<file path="config.mk">
export PLATFORM = sky130hd
export DESIGN_NAME = alu_interface
export DESIGN_NICKNAME = d
export VERILOG_FILES = /design/src/rtl/alu_interface.sv
export SDC_FILE = /design/constraint.sdc
export NUM_CORES = 1
export LEC_CHECK = 0
export CAP_MARGIN = 25
export CELL_PAD_IN_SITES_DETAIL_PLACEMENT = 0
export CELL_PAD_IN_SITES_GLOBAL_PLACEMENT = 1
export CORE_ASPECT_RATIO = 0.7
export CORE_MARGIN = 2
export CORE_UTILIZATION = 37
export DETAILED_ROUTE_END_ITERATION = 8
export PLACE_DENSITY_LB_ADDON = 0.1
export SLEW_MARGIN = 20
export SYNTH_ARGS = -nofsm -noshare
export SYNTH_HDL_FRONTEND = slang
export SYNTH_SLANG_ARGS = --single-unit
</file>
<file path="constraint.sdc">
create_clock -name i_clock -period 2.7 [get_ports i_clock]
set_clock_uncertainty 0.05 [all_clocks]
set_input_delay 0.27 -clock i_clock [delete_from_list [all_inputs] [get_ports i_clock]]
set_output_delay 0.27 -clock i_clock [all_outputs]
set_load 0.05 [all_outputs]
</file>
<file path="src/rtl/alu_interface.sv">
// Serial-to-ALU bridge: collects A, B and Op from a receiver, runs the ALU,
// and returns the result word followed by a {overflow, zero} status word.
module alu_interface #(
  parameter int N    = 8,
  parameter int NSel = 6
) (
  input  logic            i_clock,
  input  logic            i_reset,
  input  logic [N-1:0]    i_rx_data,
  input  logic            i_rx_done,
  input  logic [N-1:0]    i_alu_result,
  input  logic            i_alu_overflow,
  input  logic            i_alu_zero,
  input  logic            i_tx_done,
  output logic [N-1:0]    o_alu_A,
  output logic [N-1:0]    o_alu_B,
  output logic [NSel-1:0] o_alu_Op,
  output logic [N-1:0]    o_tx_data,
  output logic            o_tx_start,
  output logic            o_busy
);

  typedef enum logic [2:0] {
    S_IDLE,
    S_WAIT_B,
    S_WAIT_OP,
    S_EXEC,
    S_CAPTURE,
    S_SEND_RES,
    S_SEND_FLG
  } state_t;

  state_t r_state;
  state_t w_next;

  logic r_ovf;
  logic r_zero;
  logic r_tx_start;

  logic w_ld_a;
  logic w_ld_b;
  logic w_ld_op;
  logic w_ld_res;
  logic w_ld_flg;
  logic w_start;
  logic w_tx_ack;
  logic [N-1:0] w_status;

  // A done strobe in the same cycle as our start pulse cannot belong
  // to the word just requested, so it is not taken as an acknowledge.
  assign w_tx_ack = i_tx_done & ~r_tx_start;

  always_comb begin
    w_status    = '0;
    w_status[1] = r_ovf;
    w_status[0] = r_zero;
  end

  always_ff @(posedge i_clock or negedge i_reset) begin
    if (!i_reset) begin
      r_state <= S_IDLE;
    end else begin
      r_state <= w_next;
    end
  end

  always_comb begin
    w_next   = r_state;
    w_ld_a   = 1'b0;
    w_ld_b   = 1'b0;
    w_ld_op  = 1'b0;
    w_ld_res = 1'b0;
    w_ld_flg = 1'b0;
    w_start  = 1'b0;
    unique case (r_state)
      S_IDLE: begin
        if (i_rx_done) begin
          w_ld_a = 1'b1;
          w_next = S_WAIT_B;
        end
      end
      S_WAIT_B: begin
        if (i_rx_done) begin
          w_ld_b = 1'b1;
          w_next = S_WAIT_OP;
        end
      end
      S_WAIT_OP: begin
        if (i_rx_done) begin
          w_ld_op = 1'b1;
          w_next  = S_EXEC;
        end
      end
      S_EXEC: begin
        w_next = S_CAPTURE;
      end
      S_CAPTURE: begin
        w_ld_res = 1'b1;
        w_start  = 1'b1;
        w_next   = S_SEND_RES;
      end
      S_SEND_RES: begin
        if (w_tx_ack) begin
          w_ld_flg = 1'b1;
          w_start  = 1'b1;
          w_next   = S_SEND_FLG;
        end
      end
      S_SEND_FLG: begin
        if (w_tx_ack) begin
          w_next = S_IDLE;
        end
      end
      default: begin
        w_next = S_IDLE;
      end
    endcase
  end

  always_ff @(posedge i_clock or negedge i_reset) begin
    if (!i_reset) begin
      o_alu_A    <= '0;
      o_alu_B    <= '0;
      o_alu_Op   <= '0;
      o_tx_data  <= '0;
      r_ovf      <= 1'b0;
      r_zero     <= 1'b0;
      r_tx_start <= 1'b0;
    end else begin
      r_tx_start <= w_start;
      if (w_ld_a) begin
        o_alu_A <= i_rx_data;
      end
      if (w_ld_b) begin
        o_alu_B <= i_rx_data;
      end
      if (w_ld_op) begin
        o_alu_Op <= i_rx_data[NSel-1:0];
      end
      if (w_ld_res) begin
        o_tx_data <= i_alu_result;
        r_ovf     <= i_alu_overflow;
        r_zero    <= i_alu_zero;
      end
      if (w_ld_flg) begin
        o_tx_data <= w_status;
      end
    end
  end

  assign o_tx_start = r_tx_start;
  assign o_busy     = (r_state != S_IDLE);

endmodule

</file>
==> impl_metrics.ini <==
[status]
status = finished, final reports clean

[cts]
clock-root-buffer = clkbuf_8
post_cts_resized = 0
path_clk_slew_ns = 0.07
cts.sinks = 36
htree_num_levels = 2
clock_path_buffers = 2
hold_buffers = 0
cts-buffers-inserted = 5
cts_setup_buffers = 0
clock_latency_ns = 0.29
cts_tree = done

[logic_synthesis]
syn_inst = 106
syn_avg_cell_area_um2 = 14.2
ys_seq_area_frac = 0.600
ys_types = 27
yosys_warnings = 0
syn-cell-area_um2 = 1500
synth_nets = 128
ys_ff_latch = 36

[grt]
grtUsageMet1 = 0.186
overflow = 0
grt_use_total = 0.148
grt_pass1_vias = 1061
grt_util_met2 = 0.218
gr-usage-met3 = 0.0570
top_usage_layer = met2
grt_max_degree = 37
antenna_found_initial = 0
grt_pass1_wl_mm = 4.95

[route]
dr.pass1.iters = 4
drcViolationCount = 0
wire_per_inst_um = 14.0
via_count = 1023
wl_mm = 3.02
ant_nets = 0
drt_iter0_drc = 19
viasPerCell = 4.76

[timing]
setup_slack_ns = 0.484
rsz0062_at_grt = false
timing.fmax_ghz = 0.451
whs_ns = 0.0293
report.final.slew_viol_count = 0
setup_viol = 0
fin_crit_ns = 2.22
fin_crit_sh = 0.821
hold_violations = 0
tightest_slew_ns = 0.863
tns_ns = 0
slew_headroom = 0.425

[critical_path]
end_kind = output port
critPathLaunchType = flop
critPathKind = reg2out
critPathArrivalTime_ns = 1.90
worst-path-max-fanout = 11
required_ns = 2.38

[final_layout]
drive_gt1_frac = 0.245
area.growth.synth_to_final_pct = 44.8
antennaDiodeCount = 0
nets = 184

[placement]
port_buffers = 53
dpl_worst_slack_ns = 0.786
hpwl_mm = 2.18
finalWeightedCongestion = 0.794

[worst_hold_path]
hp-class = in2async

[die]
die_width_um = 80.1
die_height_um = 57.3
pin_count = 54
core_um2 = 3900
dieArea_um2 = 4590
start_util = 0.385
rows = 19

[job]
cap_violations = 0
==> path summary, 6_finish.rpt <==
path / depth (start not counted) / end / from / slack [ns]
max reg2reg: 3 / o_alu_A[1] / r_state[2] / 1.07
min in group i_clock: 1 / o_alu_A[7] / o_alu_A[7] / 0.46
min reg2reg: 1 / o_alu_A[7] / o_alu_A[7] / 0.46
max: 2 / o_busy / r_state[0] / 0.48
min: 1 / o_tx_data[5] / i_reset / 0.03
max in group asynchronous: 1 / o_alu_Op[1] / i_reset / 2.03
==> cells in the mapped netlist (all sizes together) <==
| master | instances | share of area |
|---|---|---|
| a21boi | 1 | 0.0075 |
| a21o | 1 | 0.0050 |
| a21oi | 1 | 0.0033 |
| a22o | 1 | 0.0058 |
| a22oi | 1 | 0.0050 |
| and3 | 1 | 0.0042 |
| buf | 4 | 0.019 |
| clkbuf | 1 | 0.0025 |
| dfrtp | 36 | 0.60 |
| inv | 1 | 0.0025 |
| mux2 | 24 | 0.18 |
| mux2i | 6 | 0.040 |
| nand2b | 6 | 0.030 |
| nand3 | 1 | 0.0033 |
| nor2 | 9 | 0.029 |
| nor2b | 4 | 0.017 |
| nor3 | 1 | 0.011 |
| nor3b | 1 | 0.0050 |
| o21ai | 2 | 0.0067 |
| o221a | 2 | 0.015 |
| o22ai | 1 | 0.0042 |
| or3 | 1 | 0.0042 |
==> layout make-up <==
cell class	count	area, um2
clock inverters	2	35.0
flip-flops and latches	36	901
fillers	347	1720
multi-input cells	64	564
clock buffers	6	72.6
repair buffers	54	533
well taps	52	65.1
inverters	1	3.75
==> routing by layer <==
metal / wire, um / part of all wire
met4: 71 / 0.024
met3: 169 / 0.056
met2: 1360 / 0.45
met1: 1410 / 0.47
met5: 0 / 0
==> registers in the layout, indices dropped and copies added (netlist names) <==
name	flops
r_zero	1
o_alu_Op	6
o_alu_A	8
o_tx_data	8
o_tx_start	1
o_alu_B	8
r_ovf	1
r_state	3
==> logic make-up after synthesis <==
| kind of cell | Yosys count | synth area share |
|---|---|---|
| muxes | 30 | 0.220 |
| AOI/OAI and AO/OA | 10 | 0.0525 |
| and+or+nand+nor | 24 | 0.103 |
| DFF | 36 | 0.600 |
| buffers and inverters | 6 | 0.0242 |
==> cells in the final DEF (no fill, tap or decap), drive strengths merged <==
cell and count:
clkdlybuf4s50 52, dfrtp 36, mux2 24, nor2 9
clkbuf 7, mux2i 6, nand2b 6, nor2b 4
o221a 2, o21ai 2, or3 1, a21boi 1
and3 1, nor3b 1, nand3 1, inv 1
a22oi 1, o22ai 1, a21oi 1, a21o 1
nor3 1, a22o 1, bufinv 1, clkinv 1
buf 1
==> metrics by stage <==
step | utilization | instances | cell area [um2]
5_1_grt | 0.558 | 215 | 2170
3_3_place_gp | 0.530 | 207 | 2070
3_5_place_dp | 0.530 | 207 | 2070
6_report | 0.558 | 215 | 2170
2_1_floorplan | - | 106 | 1500
4_1_cts | 0.558 | 215 | 2170
==> worst max-delay path: stages, from the launching register on <==
cell             delay, ns
dfrtp_1               0.50
or3_1                 0.41
clkdlybuf4s50_1       0.70
Power is not shown: default switching activity piles up to over one toggle a cycle in this logic, so the estimate is an artifact.
